===== src/rtl/add_unit_scheduler_pkg.sv =====
// add_unit_scheduler_pkg: shared op and state encodings for the add unit scheduler.
package add_unit_scheduler_pkg;

   localparam logic [1:0] ALU_ADD = 2'b00;
   localparam logic [1:0] ALU_SUB = 2'b01;

   typedef enum logic [2:0] {
      sIdle    = 3'd0,
      sAdd     = 3'd1,
      sInverse = 3'd2,
      sMAdd    = 3'd3,
      sWaitCdb = 3'd4
   } state_t;

endpackage


===== src/rtl/add_unit_scheduler_rr_arbiter.sv =====
// rr_arbiter: round-robin one-hot arbiter; pointer holds the index after the last grant.
module rr_arbiter #(
   parameter int N = 4
) (
   input  logic         clk,
   input  logic         rst,
   input  logic [N-1:0] req,
   input  logic         en,
   output logic [N-1:0] gnt
);

   localparam int PW = (N > 1) ? $clog2(N) : 1;

   logic [PW-1:0] ptr;
   logic [PW-1:0] ptr_nxt;

   always_comb begin
      int idx;
      logic found;
      gnt = '0;
      ptr_nxt = ptr;
      found = 1'b0;
      idx = 0;
      for (int k = 0; k < N; k++) begin
         idx = int'(ptr) + k;
         idx = (idx >= N) ? idx - N : idx;
         if (en && !found && req[idx]) begin
            gnt[idx] = 1'b1;
            ptr_nxt = PW'((idx + 1) % N);
            found = 1'b1;
         end
      end
   end

   always_ff @(posedge clk)
      if (rst)
         ptr <= '0;
      else if (en && |req)
         ptr <= ptr_nxt;

endmodule


===== src/rtl/add_unit_scheduler.sv =====
// add_unit_scheduler: shares one add/sub unit among reservation stations and drives the CDB handshake.
module add_unit_scheduler
   import add_unit_scheduler_pkg::*;
#(
   parameter int N_RS   = 4,
   parameter int DATA_W = 32,
   parameter int TAG_W  = 4
) (
   input  logic                clk,
   input  logic                RST,
   input  logic [N_RS-1:0]     rs_valid,
   input  logic [2*N_RS-1:0]   rs_op,
   input  logic [DATA_W*N_RS-1:0] rs_a,
   input  logic [DATA_W*N_RS-1:0] rs_b,
   input  logic [TAG_W*N_RS-1:0]  rs_tag,
   output logic [N_RS-1:0]     rs_grant,
   output logic                cdb_req,
   input  logic                cdb_ack,
   output logic [TAG_W-1:0]    cdb_tag,
   output logic [DATA_W-1:0]   cdb_data,
   output logic                busy
);

   state_t state, state_nxt;
   logic [DATA_W-1:0] a_q, b_q, sel_a, sel_b;
   logic [TAG_W-1:0]  tag_q, sel_tag;
   logic [1:0]        sel_op;
   logic              window, accept, sel_sub;

   assign window  = (state == sIdle) || (state == sWaitCdb && cdb_ack);
   assign accept  = |rs_grant;
   assign sel_sub = sel_op == ALU_SUB;
   assign cdb_req = state == sWaitCdb;
   assign busy    = state != sIdle;

   rr_arbiter #(.N(N_RS)) u_arb (
      .clk(clk),
      .rst(RST),
      .req(rs_valid),
      .en (window && !RST),
      .gnt(rs_grant)
   );

   always_comb begin
      sel_a = '0;
      sel_b = '0;
      sel_tag = '0;
      sel_op = ALU_ADD;
      for (int i = 0; i < N_RS; i++)
         if (rs_grant[i]) begin
            sel_a = rs_a[i*DATA_W +: DATA_W];
            sel_b = rs_b[i*DATA_W +: DATA_W];
            sel_tag = rs_tag[i*TAG_W +: TAG_W];
            sel_op = rs_op[2*i +: 2];
         end
   end

   always_comb begin
      state_nxt = state;
      case (state)
         sIdle:    state_nxt = accept ? (sel_sub ? sInverse : sAdd) : sIdle;
         sAdd:     state_nxt = sWaitCdb;
         sInverse: state_nxt = sMAdd;
         sMAdd:    state_nxt = sWaitCdb;
         sWaitCdb: state_nxt = !cdb_ack ? sWaitCdb : accept ? (sel_sub ? sInverse : sAdd) : sIdle;
         default:  state_nxt = sIdle;
      endcase
   end

   // Subtract reuses the adder: invert b in sInverse, then add with carry-in in sMAdd.
   always_ff @(posedge clk)
      if (RST) begin
         state <= sIdle;
         a_q <= '0;
         b_q <= '0;
         tag_q <= '0;
         cdb_tag <= '0;
         cdb_data <= '0;
      end else begin
         state <= state_nxt;
         if (accept) begin
            a_q <= sel_a;
            b_q <= sel_b;
            tag_q <= sel_tag;
         end
         if (state == sInverse)
            b_q <= ~b_q;
         if (state == sAdd || state == sMAdd) begin
            cdb_data <= a_q + b_q + DATA_W'(state == sMAdd);
            cdb_tag <= tag_q;
         end
      end

endmodule


===== config.mk =====
export PLATFORM = sky130hd
export DESIGN_NAME = add_unit_scheduler
export DESIGN_NICKNAME = d
export VERILOG_FILES = /design/src/rtl/add_unit_scheduler_pkg.sv /design/src/rtl/add_unit_scheduler_rr_arbiter.sv /design/src/rtl/add_unit_scheduler.sv
export SDC_FILE = /design/constraint.sdc
export NUM_CORES = 1
export LEC_CHECK = 0
export CAP_MARGIN = 20
export CELL_PAD_IN_SITES_DETAIL_PLACEMENT = 0
export CELL_PAD_IN_SITES_GLOBAL_PLACEMENT = 1
export CORE_MARGIN = 2
export CORE_UTILIZATION = 33
export DETAILED_ROUTE_END_ITERATION = 6
export PLACE_DENSITY_LB_ADDON = 0.05
export SKIP_LAST_GASP = 1
export SLEW_MARGIN = 0
export SYNTH_ARGS = -nofsm -noshare
export SYNTH_HDL_FRONTEND = slang
export SYNTH_HIERARCHICAL = 1
export SYNTH_SLANG_ARGS = --single-unit

===== constraint.sdc =====
create_clock -name clk -period 8.2 [get_ports clk]
set_input_delay 0.82 -clock clk [delete_from_list [all_inputs] [get_ports clk]]
set_output_delay 0.82 -clock clk [all_outputs]
set_load 0.005 [all_outputs]

======== Word level (Yosys, flattened, before mapping) ========
Cells that the tools add are included.
word-level totals
  register bits ........................... 109
  bits of input ports ..................... 287
  output and inout port bits .............. 42
  word-level logic and storage cells ...... 126
operators by class
  $add $sub $neg .......................... 13
  order comparisons ....................... 12
  equality and inequality tests ........... 5
  muxes and demuxes ....................... 57
  bitwise operators ....................... 4
  reductions and logical operators ........ 28
operator list
  kind                                                          number
  2-to-1 mux 32 bit                                             14
  >= comparator 32 x 1 -> 1 bit (second input constant)         4
  less-than comparator 32 x 4 -> 1 bit (second input constant)  4
  >= comparator 32 x 4 -> 1 bit (second input constant)         3
  subtractor 32 x 4 -> 32 bit (second input constant)           3
  adder 32 x 1 -> 32 bit                                        1
  adder 32 bit                                                  1
  2-to-1 mux 4 bit                                              8
  NOT 32 bit                                                    1
  2-to-1 mux 2 bit                                              10
  2-to-1 mux 1 bit                                              15
  logical AND 1 bit                                             14
  OR 4 bit                                                      3
  one-hot mux 3 bit (4 select lines)                            1
  adder 2 bit (second input constant)                           4
  binary-select mux 1 bit (select 2 bit)                        4
  demux 1 bit (select 2 bit)                                    4
  OR reduction 4 bit                                            2
  adder 2 x 2 -> 3 bit (second input constant)                  2
  equality test 3 x 2 -> 1 bit (second input constant)          2
  zero test 1 bit                                               4
  nonzero test 4 bit                                            1
  subtractor 2 x 3 -> 4 bit (second input constant)             1
  adder 2 x 1 -> 3 bit (second input constant)                  1
  11 further kinds                                              12

======== Depth between registers and ports, before layout ========
Gate-level depths: netlist (run 1).
  depth after elaboration ................. 28
  depth in mapped cells ................... 20
  mapped depth without buffers ............ 15

======== Cells and area by module ========
Netlist (run 1), hierarchy kept.
by module, submodules not included
  module              instances  cells an instance  area each (um2)  seq. area each (um2)
  add_unit_scheduler  1          1037               7355.8           2142.1
  rr_arbiter          1          82                 661.9            40.0

======== Worst setup path after synthesis (run 1) ========
Ideal clock, no wire load.
  path kind ............................... input port to flip-flop
  start point ............................. in RST
  end point ............................... reg tag_q[2]
  setup time .............................. 0.128 ns
  arrival time ............................ 3.937 ns
  data required time ...................... 8.072 ns
  path slack .............................. 4.135 ns
  stages on the path ...................... 17
  buffers on the path ..................... 6
  path through ............................ buf_2 > buf_1 > nor4_1 > inv_1 > nor3_1 > a221o_1 > buf_2 > nor2b_1 > clkbuf_1 > buf_2 > buf_1 > a22oi_1 > nor2_1 > a21oi_1 > nor2_1 > a221oi_1 > nor2_1
between the ends
  elaborated cells on any way between the ends .. 27
  classes of those cells .................. mux: 11; bitwise: 3; reduce/logical: 13
RTL lines
  what                             RTL line                             RTL
  start, declared                  add_unit_scheduler.sv:10             input logic RST,
  zero test 1 bit (*)              add_unit_scheduler.sv:40             .en (window && !RST),
  logical AND 1 bit (*)            add_unit_scheduler.sv:40
  logical AND 1 bit                add_unit_scheduler_rr_arbiter.sv:27  if (en && !found && req[idx]) begin
  2-to-1 mux 1 bit                 add_unit_scheduler_rr_arbiter.sv:27
  zero test 1 bit                  add_unit_scheduler_rr_arbiter.sv:27
  logical AND 1 bit (2 in series)  add_unit_scheduler_rr_arbiter.sv:27
  2-to-1 mux 1 bit                 add_unit_scheduler_rr_arbiter.sv:27
  zero test 1 bit                  add_unit_scheduler_rr_arbiter.sv:27
  logical AND 1 bit (2 in series)  add_unit_scheduler_rr_arbiter.sv:27
  2-to-1 mux 1 bit                 add_unit_scheduler_rr_arbiter.sv:27
  zero test 1 bit                  add_unit_scheduler_rr_arbiter.sv:27
  logical AND 1 bit (2 in series)  add_unit_scheduler_rr_arbiter.sv:27
  2-to-1 mux 4 bit (*)             add_unit_scheduler_rr_arbiter.sv:27
  net rs_grant[1]                  add_unit_scheduler.sv:16             output logic [N_RS-1:0] rs_grant,
  2-to-1 mux 4 bit (3 in series)   add_unit_scheduler.sv:50             if (rs_grant[i]) begin
  end signal, assigned             add_unit_scheduler.sv:84             tag_q <= sel_tag;
  end, declared                    add_unit_scheduler.sv:26             logic [TAG_W-1:0] tag_q, sel_tag;
The timed path passes the listed nets; every way through them passes the cells marked *.
A chain may end at the register's enable or synchronous reset.

======== Worst setup path in the final report (run 1) ========
  start point ............................. reg u_arb.ptr[0]
  end point ............................... out rs_grant[2]
between the ends
  longest elaborated chain between the ends .. 19
  elaborated cells on any way between the ends .. 67
  classes of those cells .................. add/sub: 7; order compare: 12; mux: 31; bitwise: 3; reduce/logical: 14
ends and longest elaborated chain
  what                                                                  RTL line                             RTL
  start, declared                                                       add_unit_scheduler_rr_arbiter.sv:14  logic [PW-1:0] ptr;
  start signal, assigned                                                add_unit_scheduler_rr_arbiter.sv:39  ptr <= ptr_nxt;
  branches (longest 18 deep; another with subtractor 32 x 4 -> 32 bit)  -
  2-to-1 mux 4 bit (*)                                                  add_unit_scheduler_rr_arbiter.sv:27
  end, declared                                                         add_unit_scheduler.sv:16
Mark *: on every way between the ends. The select of a mux whose other input is x is not followed.

==> flow_metrics.tcl, run 1 <==
set metrics [dict create \
    grt_pass1_wl_mm 49.3 \
    num_vias 9169 \
    syn_area_um2 8020 \
    startpoint_type "flip-flop" \
    yosysMostFrequentCell "nor2_1" \
    clockRootBuffer "clkbuf_16" \
    syn_inst 1119 \
    post_cts_buffers 0 \
    numPortBuffers 328 \
    wl_per_cell_um 18.5 \
    area_delta_synth_final_pct 46.3 \
    endpoint_kind "primary output" \
    synth_edf_count 0 \
    rrSetupSlack_ps 2770 \
    gp_congestion 0.929 \
    seq_area_frac_synth 0.272 \
    cts_tree "yes" \
    critPathTopFamily "buffers and inverters" \
    finalMaxSlewViolations 0 \
    worstReg2RegEnd "b_q[22]" \
    synth_top_area_share 0.272 \
    clock_skew_ps 13.8 \
    fin_tns_setup_ps 0 \
    synth_cell_types 73 \
    ys_ff_latch 109 \
    drv_cap 0 \
    slowest_stage "dfxtp_1" \
    synth_commonest_cells "nor2_1, a21oi_1, dfxtp_1" \
    cp.arrival_ps 4980 \
    crit_end "rs_grant[2]" \
    drt_wl_total_mm 31.5 \
    cts_num_sinks 109 \
    htreeDepth 3 \
    power_density_nw_per_um2 317 \
    avgSynthCellArea_um2 7.17 \
    path_class "reg2out" \
    grt_pass1_vias 8830 \
    hold_path.class "reg2reg" \
    rr_startpoint "u_arb/ptr[0]" \
    yosysTopAreaCell "dfxtp_1" \
    critical_path.max_stage_delay_ps 780 \
    grt_max_degree 90 \
    antenna_found_initial 2 \
    status "complete, no violations" \
    p_leak_uw 0.00452 \
    worstMarginPinSlew_ps 879 \
    holdBufCountCts 0 \
    period_minus_slack_ps 5800 \
    crit_start "u_arb/ptr[0]" \
    wl_met2_mm 14.7 \
    drt_pre_antenna_iters 5 \
    max-vdd-ir-drop_mv 0.165 \
    placementRows 57 \
    grt_overflow 0 \
    hold_start "cdb_data[11]" \
    drc_errors 0 \
    path_cells "inv_1 -> ha_1 -> mux2_1 -> mux2i_1 -> nor3_1 -> a221o_4 -> buf_4 -> clkdlybuf4s50_1" \
    critPathMaxFanout 72 \
    die_y_um 160 \
    ys_warn_count 6 \
    met3WireLength_mm 1.64 \
    cp_data_required_time_ps 7380 \
    top_layer_used "met5" \
    final_antenna_net_count 0 \
    grtUsageTotal 0.242 \
    holdWs_ps 453 \
    syn_nets 1444 \
    yosys-top-cells-area "dfxtp_1, nor2_1, a21oi_1" \
    dp.final_hpwl_mm 24.7 \
    synthArstFlopShare 0 \
    path_clk_slew_ps 80 \
    die_w_um 160 \
    path_buf_inv 3 \
    io_pins 329 \
    slew-limit-headroom 0.414 \
    r2r_cells 12 \
    max-clock-path-buffers 2 \
    ctsResizeCount 0 \
    viasPerCell 5.37 \
    hold_viol 0 \
    met1_length_mm 14.7 \
    cp.depth 8 \
    setup_viol 0 \
    drive_gt1_frac 0.0369 \
    numCtsBuffers 9 \
    die-area_um2 25600 \
    start_util 0.333 \
    clock_latency_ps 360 \
    core-area_um2 24100 \
    layout.nets 1703 \
    rsz0062_at_grt "false" \
    drtIter0Drc 549 \
    synth_ff_type "dfxtp_1" \
    max_freq_ghz 0.172 \
    min_period_over_period 0.708 \
]
==> cell usage in the layout, fill, tap and decap left out, drive strengths merged, types with 13 or more instances in the layout <==
cell type | Yosys | layout
a21oi | 129 | 129
buf | 26 | 13
clkdlybuf4s50 | 0 | 327
a21o | 16 | 16
a221oi | 70 | 70
nand2 | 93 | 93
o21ai | 50 | 50
inv | 18 | 21
a22oi | 67 | 67
xnor2 | 16 | 16
nor2 | 245 | 245
nor3 | 16 | 16
nand3 | 13 | 13
dfxtp | 109 | 109
ha | 36 | 36
==> worst min path at each step <==
stage	slack [ps]	cells after the start	to
finish	450	2	cdb_data[11]
global placement	440	2	cdb_data[5]
floorplan	430	2	cdb_tag[0]
global route	480	2	cdb_data[19]
CTS	460	2	cdb_data[11]
detailed placement	450	2	cdb_data[15]
==> worst register-to-register path, cell delays in order, from the launching register on <==
cell,delay [ps]
dfxtp_1,780
inv_1,270
ha_1,570
mux2_1,420
mux2i_1,190
nor3_1,150
a221o_4,740
buf_4,470
or4_1,650
nor2_2,510
buf_4,370
a221oi_1,140
nor2_1,110
==> power by group <==
group | switching, uW | internal [uW] | leakage [uW] | total (uW)
Sequential | 187 | 708 | 0.000888 | 896
Clock | 225 | 214 | 0.000138 | 439
Combinational | 1430 | 957 | 0.00350 | 2390
Total | 1840 | 1880 | 0.00452 | 3720
==> cell families (layout without fill, tap and decap cells) <==
logic type               count (synthesis)  in the layout  synth area share
AND/OR/NAND/NOR                        430            430             0.232
AO/OA/AOI/OAI                          403            403             0.343
buffers and inverters                  110            374            0.0574
flip-flops                             109            109             0.272
adder cells (fa/ha/maj)                 38             38            0.0612
XOR/XNOR                                17             17            0.0186
multiplexers                            12             12            0.0159
other                                    0              1                 0
==> registers in the layout, indices dropped and copies added, names as in the netlist <==
register   count
a_q           32
b_q           32
cdb_data      32
cdb_tag        4
tag_q          4
state          3
u_arb/ptr      2
==> metal layers <==
layer	GRT usage	up-vias
li1	-	4642
met1	0.338	4197
met2	0.394	300
met3	0.0332	28
met4	0.0586	2
met5	0	-
==> through the flow <==
stage	util	instances	setup slack, ps	instance area [um2]	total power [uW]
2_1_floorplan	-	1119	4140	8020	2520
4_1_cts	0.487	1707	2440	11700	3740
3_3_place_gp	0.475	1691	2860	11400	3270
5_1_grt	0.487	1708	1970	11700	4070
6_report	0.487	1708	2400	11700	3720
3_5_place_dp	0.475	1691	2790	11400	3290
==> cell type report <==
cell class	instances	area [um2]
multi-input combinational	900	5410
inverter	18	67.6
clock buffer	9	225
tap	324	405
antenna	1	2.50
timing repair buffer	340	3370
sequential	109	2180
fill	2526	12400
clock inverter	7	66.3
(Power assumes the default switching activity.)
==> inputs of run 2 (changes only) <==
CORE_UTILIZATION = 30   (was 33)
clock period = 5.85 ns   (was 8.2 ns; I/O delays follow)
==> flow_metrics.tcl, run 2 (synthesized netlist as in run 1, its figures left out) <==
set metrics [dict create \
    path_clk_slew_ps 90 \
    period_minus_slack_ps 5340 \
    die-area_um2 28000 \
    drv_cap 0 \
    drtIter0Drc 628 \
    hold_path.class "reg2reg" \
    failed_checks "DRC" \
    grt_pass1_vias 8589 \
    placementRows 59 \
    grtUsageTotal 0.230 \
    worstMarginPinSlew_ps 915 \
    drive_gt1_frac 0.0369 \
    fill_cells 2698 \
    p_leak_uw 0.00454 \
    grt_pass1_wl_mm 50.4 \
    gp_congestion 0.879 \
    startpoint_type "flip-flop" \
    core-area_um2 26100 \
    final_antenna_net_count 0 \
    numCtsBuffers 9 \
    holdBufCountCts 0 \
    grt_max_degree 85 \
    critPathMaxFanout 50 \
    antenna_found_initial 1 \
    area_delta_synth_final_pct 47.0 \
    post-route-util 0.451 \
    die_y_um 167 \
    final_area_um2 11800 \
    cts_num_sinks 109 \
    finalMaxSlewViolations 0 \
    power_uw 5280 \
    fin_tns_setup_ps 0 \
    wl_met2_mm 15.0 \
    grt_overflow 0 \
    max-clock-path-buffers 2 \
    layout.nets 1703 \
    endpoint_kind "primary output" \
    min_period_over_period 0.913 \
    numPortBuffers 328 \
    met1_length_mm 16.1 \
    status "finished with violations" \
    ctsResizeCount 0 \
    clock_skew_ps 16.2 \
    max_freq_ghz 0.187 \
    start_util 0.307 \
    die_w_um 167 \
    clockRootBuffer "clkbuf_16" \
    final_cell_mix "clkdlybuf4s50_1, nor2_1, a21oi_1, dfxtp_1, nand2_1" \
    slew-limit-headroom 0.390 \
    cp_data_required_time_ps 5270 \
    drt_wl_total_mm 33.2 \
    power_density_nw_per_um2 448 \
    max-vdd-ir-drop_mv 0.287 \
    clock_latency_ps 370 \
    hold_viol 0 \
    drc_errors 24 \
    num_vias 9084 \
    post_cts_buffers 0 \
    final_common_cell "clkdlybuf4s50_1" \
    place_area_um2 11500 \
    reg_top3 "a_q (32), b_q (32), cdb_data (32)" \
    htreeDepth 3 \
    cts_tree "yes" \
    viasPerCell 5.28 \
    wl_per_cell_um 19.3 \
    met3WireLength_mm 1.63 \
    cp.arrival_ps 4760 \
    top_layer_used "met4" \
    rsz0062_at_grt "false" \
    path_class "reg2out" \
    drt_pre_antenna_iters 7 \
    setup_viol 0 \
    io_pins 329 \
    dp.final_hpwl_mm 26.1 \
]
## run 2: power breakdown
group,internal [uW],switching (uW)
logic,1350,1990
registers,993,270
clock network,352,328
total,2700,2590
## run 2: worst paths after layout
check	startpoint	end	slack, ps	depth (start not counted)
max	u_arb/ptr[0]	rs_grant[1]	510	8
min	cdb_data[22]	cdb_data[22]	450	2
max reg2reg	u_arb/ptr[0]	b_q[23]	780	14
min reg2reg	cdb_data[22]	cdb_data[22]	450	2
## run 2: per-stage QoR
step	cells	setup slack, ps	hold slack (ps)
finish	1720	508	453
global route	1719	206	474
CTS	1718	504	454
global placement	1702	834	438
floorplan	1119	2020	432
detailed placement	1702	831	442
## run 2: worst max-delay path, stage by stage (launching register included)
cell,delay (ps)
dfxtp_1,770
inv_1,280
ha_1,600
mux2_1,270
mux2i_1,120
nor3_1,540
a221o_2,620
buf_4,550
clkdlybuf4s50_1,610
## run 2: routing by layer
metal | global-route usage | vias to the layer above
met5 | 0 | -
met4 | 0.0522 | 0
met3 | 0.0338 | 27
met2 | 0.360 | 275
met1 | 0.333 | 4131
li1 | - | 4651
## run 2: layout make-up
class / count / area [um2] / area share
Clock inverter: 6 / 73.8 / 0.00626
Antenna cell: 2 / 5.00 / 0.000425
Sequential cell: 109 / 2180 / 0.185
Inverter: 18 / 67.6 / 0.00573
Timing Repair Buffer: 340 / 3380 / 0.287
Clock buffer: 10 / 239 / 0.0203
Multi-Input combinational cell: 900 / 5410 / 0.459
Tap cell: 335 / 419 / 0.0356
